[config.mk]
export PLATFORM = sky130hd
export DESIGN_NAME = joypad_port
export DESIGN_NICKNAME = d
export VERILOG_FILES = /design/src/rtl/joypad_port.sv
export SDC_FILE = /design/constraint.sdc
export NUM_CORES = 1
export LEC_CHECK = 0
export CAP_MARGIN = 20
export CORE_MARGIN = 3
export CORE_UTILIZATION = 41
export DETAILED_ROUTE_END_ITERATION = 16
export SLEW_MARGIN = 40
export SYNTH_ARGS = -nofsm -noshare
export SYNTH_HDL_FRONTEND = slang
export SYNTH_SLANG_ARGS = --single-unit
[constraint.sdc]
create_clock -name CLK -period 2.1 [get_ports CLK]
set_clock_uncertainty 0.15 [all_clocks]
set_input_delay 0.42 -clock CLK [delete_from_list [all_inputs] [get_ports CLK]]
set_output_delay 0.42 -clock CLK [all_outputs]
set_load 0.05 [all_outputs]
[src/rtl/joypad_port.sv]
// NES standard-controller pair behind $4016/$4017: synchronised, debounced buttons
// parallel-loaded on STROBE and shifted out one bit per CPU read edge.
module joypad_port #(
  parameter int   DB_W      = 16,
  parameter int   DB_CYCLES = 50000,
  parameter logic FILL_BIT  = 1'b1
) (
  input  logic       CLK,
  input  logic       RES,
  input  logic [7:0] BTN1,
  input  logic [7:0] BTN2,
  input  logic       STROBE,
  input  logic       RD1,
  input  logic       RD2,
  output logic       DOUT1,
  output logic       DOUT2,
  output logic [7:0] PRESSED1,
  output logic [7:0] PRESSED2
);

  localparam logic [DB_W-1:0] DB_LAST = DB_W'(DB_CYCLES - 1);

  // Both ports share one 16-bit debounce datapath: [7:0] port 1, [15:8] port 2.
  logic [15:0]     btn_raw;
  logic [15:0]     sync1_q, sync2_q;
  logic [15:0]     pressed_q, pressed_d;
  logic [DB_W-1:0] cnt_q [16];
  logic [DB_W-1:0] cnt_d [16];
  logic [7:0]      sr1_q, sr1_d;
  logic [7:0]      sr2_q, sr2_d;
  logic            rd1_q, rd2_q;
  logic            rd_edge1, rd_edge2;

  function automatic logic [7:0] shift_in(input logic [7:0] sr);
    return {FILL_BIT, sr[7:1]};
  endfunction

  assign btn_raw  = {BTN2, BTN1};
  assign rd_edge1 = RD1 & ~rd1_q;
  assign rd_edge2 = RD2 & ~rd2_q;

  // Debounce: a bit flips only after DB_CYCLES consecutive mismatching cycles.
  always_comb begin
    pressed_d = pressed_q;
    for (int i = 0; i < 16; i++) begin
      cnt_d[i] = '0;
      if (sync2_q[i] != pressed_q[i]) begin
        if (cnt_q[i] == DB_LAST) begin
          pressed_d[i] = ~pressed_q[i];
        end else begin
          cnt_d[i] = cnt_q[i] + 1'b1;
        end
      end
    end
  end

  // Shift registers: load wins over a simultaneous read edge.
  always_comb begin
    sr1_d = sr1_q;
    sr2_d = sr2_q;
    if (STROBE) begin
      sr1_d = pressed_q[7:0];
      sr2_d = pressed_q[15:8];
    end else begin
      if (rd_edge1) sr1_d = shift_in(sr1_q);
      if (rd_edge2) sr2_d = shift_in(sr2_q);
    end
  end

  always_ff @(posedge CLK) begin
    if (!RES) begin
      sync1_q   <= '0;
      sync2_q   <= '0;
      pressed_q <= '0;
      for (int i = 0; i < 16; i++) cnt_q[i] <= '0;
      sr1_q     <= '0;
      sr2_q     <= '0;
      rd1_q     <= 1'b0;
      rd2_q     <= 1'b0;
    end else begin
      sync1_q   <= btn_raw;
      sync2_q   <= sync1_q;
      pressed_q <= pressed_d;
      for (int i = 0; i < 16; i++) cnt_q[i] <= cnt_d[i];
      sr1_q     <= sr1_d;
      sr2_q     <= sr2_d;
      rd1_q     <= RD1;
      rd2_q     <= RD2;
    end
  end

  assign DOUT1    = sr1_q[0];
  assign DOUT2    = sr2_q[0];
  assign PRESSED1 = pressed_q[7:0];
  assign PRESSED2 = pressed_q[15:8];

endmodule

After elaboration in Yosys (flattened, before gate mapping)
Memories as Yosys holds them, arrays and structs flattened.
Index checks and enable logic that the tools add are counted.
{ "totals": {"mem_bits_rw": 256, "reg_bits": 66, "memories": 1} }
{ "op_classes": {"bitwise": 36, "n_reduce_logical": 18, "n_addsub": 16, "n_eq_ne": 32, "n_mux": 54} }
{ "memory_table": {"columns": ["name", "depth", "width", "rd", "rd_ports_with_merged_regs", "wr", "line", "text"], "rows": [
  ["cnt_q", 16, 16, 16, 0, 16, "27", "logic [DB_W-1:0] cnt_q [16];"]
]} }
{ "op_table": {"columns": ["op", "n"], "rows": [
  ["$mux 16", 48],
  ["$add 16x1->16 const B", 16],
  ["$eq 16x16->1 const B", 16],
  ["$mux 8", 4],
  ["$reduce_and 2->1", 16],
  ["$not 1->1", 18],
  ["$ne 1x1->1", 16],
  ["$or 1x1->1", 16],
  ["$reduce_bool 2->1", 2],
  ["$and 1x1->1", 2],
  ["$mux 1", 2]
]} }

Depth between registers and ports, before layout
{ "depth": {"depth_word": 4, "depth_mapped": 7} }

Worst setup path before layout
No wires, ideal clock.
{ "synth_path": {"path_kind": "register to register", "start": "memory cnt_q[2][7] (netlist: cnt_q[0][39])", "end": "memory cnt_q[2][13] (netlist: cnt_q[0][45])", "required_time_ps": 1835, "setup_slack_ps": 55, "arrival_ps": 1780, "stages_incl_launch_ff": 6, "path_cell_list": "dfxtp_1 -> or4b_1 -> or4_4 -> o211ai_4 -> buf_6 -> nor2_1"} }
{ "synth_lines": {"columns": ["element", "line"], "rows": [
  ["from (decl)", "27"]
]} }

==> impl_metrics.toml <==
[yosys]
synthFlopType = "dfxtp_1"
ys_ff_latch = 322
synth_cell_types = 47
yosysWarnings = 0
synthTopCellsByArea = "dfxtp_1 (48%), xnor2_1 (10%), nor2_1 (8.4%), xor2_1 (5.1%), nand3_1 (3.4%)"
yosys.cell_count.top_type = "dfxtp_1"
synth.net_count = 1531
synth_area_leader_cell = "dfxtp_1"
async_flop_share_pct = 0
synth_edf_count = 0
avgSynthCellArea_um2 = 9.07
yosysSeqAreaShare_pct = 47.6
synth_area_um2 = 13600
synthTopCellsByCount = "dfxtp_1 (322), nor2_1 (305), xnor2_1 (156)"
synth.top_cell.area_share_pct = 47.6
netlist_instances = 1494

[global_route]
grt_max_degree = 32
overflow = 0
grt_usage_pct = 14.7
grt_pass1_wl_um = 44900
grt_pass1_vias = 9492
antenna_found_initial = 0

[placed_design]
dp_hpwl_um = 17500
dpl_cell_area_um2 = 14700
io_buffers = 38
place_inst = 1979
gp_congestion = 0.788

[detailed_routing]
wirelength_um = 25700
first_iter_violations = 454
wire_per_inst_um = 12.6
vias_per_cell = 4.98
firstDrtPassIters = 4
ant_nets = 0
vias = 10200
drc = 0

[final_layout]
final_cell_area_um2 = 16000
drive_above_1_share_pct = 8.78
antenna_cells = 0
layoutNonFillerInstCount = 2041
final_util_pct = 49.8
fillCellCount = 3040
area.growth.synth_to_final_pct = 17.7
final_nets = 1620

[clock_network]
cts_root_buffer = "clkbuf_16"
clock-sinks = 322
cts.path.max_buffers = 3
clk_pin_slew_ns = 0.06
clkLatencyLatePin_ns = 0.50
cts_max_level = 2
cts_made_buffers = 37
ctsHoldBuffers = 0
cts_tree = "built"

[worst_setup_path]
cp_max_fo = 15
endpoint_kind = "register"
startpoint_type = "register"
r2r_slack_ns = 0.06
required_ns = 2.34
arrival_ns = 2.28
crit_type = "register to register"

[sta]
finalSetupTns_ns = 0
period_needed_ns = 2.04
report.final.hold_viol_count = 0
finalSetupViolCount = 0
tightest_slew_ns = 0.558
fmax_mhz = 491
rsz0062_at_grt = "true"
min_period_over_period_pct = 97.1
slew_violations = 0
max_slew_margin_pct = 62.7

[job]
max-cap-violations = 0

[power_and_ir_drop]
power.density_nw_per_um2 = 804
vdd_drop_max_v = 0.000634
leakage_nw = 5.38

[hold_path]
hold_path_class = "register to register"

[die]
dieHeight_um = 188
rows = 65
die_x_um = 188
dieArea_um2 = 35300
initial_core_util_pct = 42.3
io_pins = 39
coreArea_um2 = 32000

[run_status]
status = "finished clean"
## final cells by class
cell class / instances / area (um^2) / share of cell area, %
clock buffer: 56 / 1150 / 7.19
clock inverter: 6 / 80.1 / 0.502
inverter: 50 / 188 / 1.18
multi-input combinational: 1081 / 6760 / 42.4
sequential: 322 / 6450 / 40.4
tap: 435 / 544 / 3.41
timing repair buffer: 91 / 791 / 4.96
## registers in the layout, indices dropped and copies added (netlist names)
name,cells
pressed_q,16
cnt_q,256
sync1_q,16
sync2_q,16
rd1_q,1
sr2_q,8
rd2_q,1
sr1_q,8
## path summary, 6_finish.rpt
| path | start | end | depth (start not counted) |
|---|---|---|---|
| worst max-delay path | cnt_q[0][45] | cnt_q[0][42] | 5 |
| worst min-delay path | sync1_q[13] | sync2_q[13] | 1 |
| worst min register to register | sync1_q[13] | sync2_q[13] | 1 |
| worst max register to register | cnt_q[0][45] | cnt_q[0][42] | 5 |
## routing by layer
layer,track usage (%),vias up,wire length (um)
li1,-,5312,-
met1,20.6,4692,13000
met2,23.2,126,11200
met3,2.64,44,919
met4,4.27,0,553
met5,0,-,0
## cells by family after synthesis
| logic type | share of synthesized area, % |
|---|---|
| muxes | 2.07 |
| adders and majority gates | 1.48 |
| and+or+nand+nor | 29.0 |
| AOI/OAI and AO/OA | 1.95 |
| buffers and inverters | 2.78 |
| DFF | 47.6 |
| xor gates and xnor gates | 15.2 |
## layout by cell type (no fill, tap or decap), types with 2 or more instances in the layout
cell type	instances
o31ai_1	5
and4b_1	3
clkdlybuf4s50_1	19
clkinv_2	4
clkbuf_16	37
a211oi_1	14
nor2_1	305
or4_1	12
nor3_1	45
o21bai_1	2
bufinv_16	2
or3_1	5
nor4bb_1	13
a21o_1	3
nand4b_1	7
nand2_1	52
or4bb_1	5
nand3_1	93
ha_1	16
inv_1	50
buf_12	5
and2_1	37
buf_4	66
xor2_1	79
xnor2_1	156
nand4_1	70
clkbuf_1	4
nor4_1	56
mux2i_1	28
and3_1	32
nor4b_1	7
clkbuf_8	15
dfxtp_1	322
and4_1	10
nand3_4	4
a21oi_1	8
## what timing repair did
action,4_1_cts,5_1_grt
endpoints found under the setup margin,0,46
setup buffers,0,0
gates resized for setup,0,4
## critical path, cell delays in order, from the launching register on
cell	delay [ns]
dfxtp_1	0.30
or4b_1	0.51
or4_4	0.56
o211ai_4	0.20
buf_12	0.16
nor2_1	0.05
## per-stage QoR
| stage | power [mW] | hold WS, ns | setup slack (ns) |
|---|---|---|---|
| detailed placement | 6.60 | 0.269 | 0.0518 |
| floorplan | 6.48 | 0.262 | 0.0553 |
| CTS | 13.0 | 0.270 | 0.0462 |
| global route | 13.3 | 0.284 | -0.0135 |
| finish | 12.8 | 0.275 | 0.0617 |
| global placement | 6.59 | 0.264 | 0.0855 |
## power by group
group          switching (mW)  internal, mW
clock                    2.38          3.98
sequential             0.0316          6.17
combinational           0.142         0.116
Power figures use the tool's default switching activity.
